`src/rtl/program_loader.sv`:
```
// Boot loader: assembles a framed UART byte stream into 16-bit instruction words,
// writes them to instruction memory and releases the core once the checksum passes.
module program_loader #(
    parameter int unsigned INST_ADDR_WIDTH = 8,
    parameter logic [7:0]  SYNC_BYTE       = 8'hA5,
    parameter int unsigned TIMEOUT_CYCLES  = 1000000
) (
    input  logic                       i_clk,
    input  logic                       i_reset,
    input  logic [7:0]                 i_rx_data,
    input  logic                       i_rx_valid,
    output logic                       o_wr_en,
    output logic [INST_ADDR_WIDTH-1:0] o_wr_addr,
    output logic [15:0]                o_wr_data,
    output logic                       o_core_hold,
    output logic                       o_busy,
    output logic                       o_done,
    output logic                       o_error
);

    localparam int unsigned TW = $clog2(TIMEOUT_CYCLES + 1);
    localparam logic [TW-1:0] TLAST = TW'(TIMEOUT_CYCLES - 1);

    typedef enum logic [2:0] {
        WAIT_SYNC,
        LEN,
        DATA_HI,
        DATA_LO,
        CHECK,
        DONE,
        ERROR
    } state_t;

    state_t                     r_state;
    logic [INST_ADDR_WIDTH-1:0] r_len;
    logic [INST_ADDR_WIDTH-1:0] r_addr;
    logic [7:0]                 r_hi;
    logic [7:0]                 r_sum;
    logic [TW-1:0]              r_timer;
    logic                       r_wr_en;
    logic [INST_ADDR_WIDTH-1:0] r_wr_addr;
    logic [15:0]                r_wr_data;
    logic                       r_hold;
    logic                       r_busy;
    logic                       r_done;
    logic                       r_error;

    always_ff @(posedge i_clk or posedge i_reset) begin
        if (i_reset) begin
            r_state   <= WAIT_SYNC;
            r_len     <= '0;
            r_addr    <= '0;
            r_hi      <= '0;
            r_sum     <= '0;
            r_timer   <= '0;
            r_wr_en   <= 1'b0;
            r_wr_addr <= '0;
            r_wr_data <= '0;
            r_hold    <= 1'b1;
            r_busy    <= 1'b0;
            r_done    <= 1'b0;
            r_error   <= 1'b0;
        end else begin
            r_wr_en <= 1'b0;
            if (i_rx_valid) begin
                r_timer <= '0;
                case (r_state)
                    WAIT_SYNC, DONE, ERROR: begin
                        if (i_rx_data == SYNC_BYTE) begin
                            r_state <= LEN;
                            r_busy  <= 1'b1;
                            r_done  <= 1'b0;
                            r_error <= 1'b0;
                            r_hold  <= 1'b1;
                        end
                    end
                    LEN: begin
                        r_len   <= i_rx_data[INST_ADDR_WIDTH-1:0];
                        r_sum   <= i_rx_data;
                        r_addr  <= '0;
                        r_state <= DATA_HI;
                    end
                    DATA_HI: begin
                        r_hi    <= i_rx_data;
                        r_sum   <= r_sum + i_rx_data;
                        r_state <= DATA_LO;
                    end
                    DATA_LO: begin
                        r_sum     <= r_sum + i_rx_data;
                        r_wr_en   <= 1'b1;
                        r_wr_addr <= r_addr;
                        r_wr_data <= {r_hi, i_rx_data};
                        if (r_addr == r_len) begin
                            r_state <= CHECK;
                        end else begin
                            r_addr  <= r_addr + 1'b1;
                            r_state <= DATA_HI;
                        end
                    end
                    CHECK: begin
                        r_busy <= 1'b0;
                        if (i_rx_data == r_sum) begin
                            r_state <= DONE;
                            r_done  <= 1'b1;
                            r_hold  <= 1'b0;
                        end else begin
                            r_state <= ERROR;
                            r_error <= 1'b1;
                        end
                    end
                    default: r_state <= WAIT_SYNC;
                endcase
            end else if (r_busy) begin
                // r_busy is high exactly in LEN..CHECK, so it doubles as the timer enable
                if (r_timer == TLAST) begin
                    r_timer <= '0;
                    r_state <= ERROR;
                    r_busy  <= 1'b0;
                    r_error <= 1'b1;
                    r_hold  <= 1'b1;
                end else begin
                    r_timer <= r_timer + 1'b1;
                end
            end
        end
    end

    assign o_wr_en     = r_wr_en;
    assign o_wr_addr   = r_wr_addr;
    assign o_wr_data   = r_wr_data;
    assign o_core_hold = r_hold;
    assign o_busy      = r_busy;
    assign o_done      = r_done;
    assign o_error     = r_error;

endmodule

```
`config.mk`:
```
export PLATFORM = sky130hd
export DESIGN_NAME = program_loader
export DESIGN_NICKNAME = d
export VERILOG_FILES = /design/src/rtl/program_loader.sv
export SDC_FILE = /design/constraint.sdc
export NUM_CORES = 1
export LEC_CHECK = 0
export ABC_AREA = 1
export BUFFER_PORTS_ARGS = -buffer_cell sky130_fd_sc_hd__buf_4
export CAP_MARGIN = 20
export CORE_ASPECT_RATIO = 0.5
export CORE_MARGIN = 2
export CORE_UTILIZATION = 64
export CTS_CLUSTER_DIAMETER = 150
export DETAILED_ROUTE_END_ITERATION = 8
export HOLD_SLACK_MARGIN = 0.15
export PLACE_DENSITY = 0.89
export SYNTH_ARGS = -nofsm -noshare
export SYNTH_HDL_FRONTEND = slang
export SYNTH_SLANG_ARGS = --single-unit
```
`constraint.sdc`:
```
create_clock -name i_clk -period 4.1 [get_ports i_clk]
set_input_delay 0.41 -clock i_clk [delete_from_list [all_inputs] [get_ports i_clk]]
set_output_delay 0.41 -clock i_clk [all_outputs]
set_load 0.02 [all_outputs]
```
==> Flow_metrics.wiki <==
{| class="wikitable"
! Metric !! Value
|-
| Post-CTS setup buffer count || 0
|-
| Remaining design rule violation count || 0
|-
| Combined area of all synthesized cells || 0.004588 mm^2
|-
| Share of Yosys cell area claimed by the top area cell type || 0.4527
|-
| Global route total overflow || 0
|-
| Number of placed I/O pins || 40
|-
| Fraction of layout instances using a drive strength above 1 || 0.1543
|-
| Max-cap viol count || 0
|-
| Filler instances || 474
|-
| Critical path endpoint category || flip-flop
|-
| Vias in the first global route || 3737
|-
| Number of sinks on the clock net || 84
|-
| CTS H-tree lvls || 3
|-
| Setup repair after global routing missed its margin || no
|-
| Max-slew headroom || 0.3711
|-
| CP Data Required Time || 4.34 ns
|-
| First-pass DRT Iterations || 5
|-
| Post-cts sizing count || 0
|-
| Die ar. || 0.007903 mm^2
|-
| Critical Path Source || r_sum[0]
|-
| Standby leakage power || 2.544 nW
|-
| Vert. Die Dim || 63.87 um
|-
| First-pass GRT wire length || 17200 um
|-
| FF-to-FF path depth || 9
|-
| Number of nets in the synthesized netlist || 599
|-
| Capturing element of the worst setup path || r_sum[6]
|-
| Startpoint of the worst register-to-register path || r_sum[0]
|-
| Period minus WS final || 1.868 ns
|-
| Detailed route wirelength on metal3 || 498 um
|-
| Largest area contributor in the synthesized netlist || dfrtp_1
|-
| Fin Clk Skew || 0.006583 ns
|-
| Floorplan Core Area || 0.006805 mm^2
|-
| Final antenna-violating net count || 0
|-
| # setup viols final || 0
|-
| Routed length per placed instance || 14.12 um
|-
| Standard-cell rows || 21
|-
| Number of enable-type register cells in the synthesized netlist || 0
|-
| Number of library cell types mapped by synthesis || 37
|-
| First DRT Iteration DRCs || 381
|-
| Final max-slew violation count || 0
|-
| Run status || completed
|-
| Area contributors post-synth || dfrtp_1 45%, nand2_1 17%, o21ai_0 4.0%
|-
| Placer congestion estimate || 0.8782
|-
| Synthesis Warnings || 0
|-
| Clock root cell || clkbuf_16
|-
| CP max stage delay || 0.40 ns
|-
| Worst r2r dst || r_sum[6]
|-
| Ordered list of cells on the worst path || ha_1 > inv_1 > fa_1 > o21ai_0 > nand2_1 > nand3_1 > nand2_1 > o21ai_0 > nand2_1
|-
| Data arrival, critical path || 2.11 ns
|-
| CTS clock-pin slew for the worst setup and hold paths || 0.06 ns
|-
| Net count, final || 638
|-
| Top achievable clock speed || 0.5352 GHz
|-
| Final-layout setup total negative slack || 0 ns
|-
| Signed area change from the synthesized netlist to the final layout || 13.39%
|-
| Hold crit path type || primary input to async pin
|-
| Flip-flop and latch count after synthesis || 84
|-
| Worst path most repeated cell || nand2_1
|-
| Worst-path cell with the longest stage delay || fa_1
|-
| Max FO, Critical Path || 3
|-
| Hold-fix buffer count after cts || 0
|-
| WL met2 || 4977 um
|-
| Number of vias in the routed layout || 3909
|-
| TritonCTS clock tree || built
|-
| Critical path class || flip-flop to flip-flop
|-
| Cell count along the critical path || 9
|-
| Average instance area after synthesis || 7.938 um^2
|-
| Slew at the pin with the worst max-slew slack || 0.9423 ns
|-
| Fin crit share || 0.4557
|-
| Placement-stage worst setup slack || 2.088 ns
|-
| Buffers on Ports || 39
|-
| Number of instances in the synthesized netlist || 578
|-
| Final Hold Viols || 0
|-
| Share of flip-flops with an asynchronous set or reset || 1.000
|-
| Half-perimeter wire length after placement || 6880 um
|-
| Smallest setup slack after layout || 2.232 ns
|-
| Power per unit of standard cell area || 647.9 mW/mm^2
|-
| Antenna violations before repair || 0
|-
| Largest net degree at the start of global routing || 58
|-
| Total power of the final layout || 3.371 mW
|-
| Worst path buffer plus inverter count || 1
|-
| Final wirelength || 10080 um
|-
| Via-to-Cell Ratio || 5.475
|-
| Clock tree buffer depth || 2
|-
| Total CTS buffers || 9
|-
| Share of the yosys chip area belonging to registers || 0.4584
|-
| Worst Setup Start Kind || flip-flop
|-
| Cell family with the largest share of critical-path delay || adder cells
|-
| Die Span X || 123.7 um
|-
| Most frequently used flop master after synthesis || dfrtp_1
|-
| Wl on met1 || 4375 um
|-
| Worst-skew pair later-pin latency || 0.35 ns
|-
| Reg2Reg Setup Slack || 2.23 ns
|-
| Total Routing Usage GR || 0.2837
|-
| Antenna cells || 0
|-
| Maximum ir drop on the vdd rail || 0.0002681 V
|-
| Initial core utilization || 0.6742
|-
| Uppermost layer routed || met4
|}
[sequential cells by signal, summed over array words and instances, names as in the netlist, 3 cells and up]
name,flops
r_timer,20
o_wr_data,16
r_sum,8
o_wr_addr,8
r_len,8
r_hi,8
r_addr,8
r_state,3
[cells in the mapped netlist, drive strengths merged, types with 6 or more instances]
cell type  number
ha              9
nand4           8
nor2           47
buf            13
nand3          36
o22ai           8
dfrtp          83
a21oi          13
nand2         210
xor2           14
xnor2          10
o21ai          54
nor3            6
inv            55
[final cells by class]
class / instances / area, um^2 / share of cell area
clock buffers: 11 / 242.7 / 0.04666
clock inverters: 5 / 36.28 / 0.006975
inverters: 55 / 210.2 / 0.04040
multi-input cells: 426 / 2187 / 0.4204
flip-flops and latches: 84 / 2103 / 0.4043
well taps: 92 / 115.1 / 0.02213
repair buffers: 41 / 307.8 / 0.05916
[where the power goes]
part	leakage (nW)	switching (mW)	internal [mW]
Combinational	1.32	0.843	0.491
Sequential	1.10	0.187	1.09
Clock	0.128	0.337	0.428
Total	2.54	1.37	2.00
[per-layer routing]
| layer | vias to the layer above | track usage |
|---|---|---|
| li1 | 1932 | - |
| met4 | 0 | 0.1193 |
| met3 | 26 | 0.07679 |
| met2 | 103 | 0.4588 |
| met1 | 1848 | 0.3619 |
| met5 | - | 0 |
[logic make-up after synthesis]
logic type               Yosys count  synth area share
buffers and inverters             68           0.06490
adder cells (fa/ha/maj)           10           0.02891
AO/OA/AOI/OAI                     79           0.09818
XOR/XNOR                          24           0.04581
AND/OR/NAND/NOR                  313            0.3038
flip-flops                        84            0.4584
[cell usage in the layout, fill, tap and decap left out, types with 7 or more instances in the layout]
cell type | netlist | routed
clkbuf_16 | 0 | 9
o22ai_1 | 8 | 8
xnor2_1 | 10 | 10
o21ai_1 | 8 | 8
o21ai_0 | 37 | 37
nand2_2 | 7 | 7
nand3_1 | 31 | 31
ha_1 | 9 | 9
a21oi_1 | 13 | 13
buf_4 | 2 | 41
o21ai_2 | 9 | 9
dfrtp_1 | 83 | 83
nor2_1 | 39 | 39
nand4_1 | 8 | 8
nand2_1 | 203 | 203
inv_1 | 48 | 47
xor2_1 | 14 | 14
[per-stage QoR]
| stage | instance area [um^2] | util | hold WS, ns | cells |
|---|---|---|---|---|
| floorplan | 4588 | - | 0.4493 | 578 |
| global placement | 4923 | 0.7235 | 0.4543 | 698 |
| detailed placement | 4923 | 0.7235 | 0.4575 | 698 |
| CTS | 5202 | 0.7645 | 0.2800 | 714 |
| global route | 5202 | 0.7645 | 0.3197 | 714 |
| finish | 5202 | 0.7645 | 0.2482 | 714 |
[worst min-delay path by stage]
stage	startpoint	end	slack [ns]	cells after the start
5_1_grt	i_reset	o_busy	0.32	2
4_1_cts	i_reset	o_busy	0.28	2
3_5_place_dp	o_core_hold	o_core_hold	0.46	2
2_1_floorplan	r_hi[7]	o_wr_data[15]	0.45	2
3_3_place_gp	o_wr_addr[2]	o_wr_addr[2]	0.45	2
6_report	i_reset	o_error	0.25	2
Note: power is estimated with default switching activity, not from simulation.
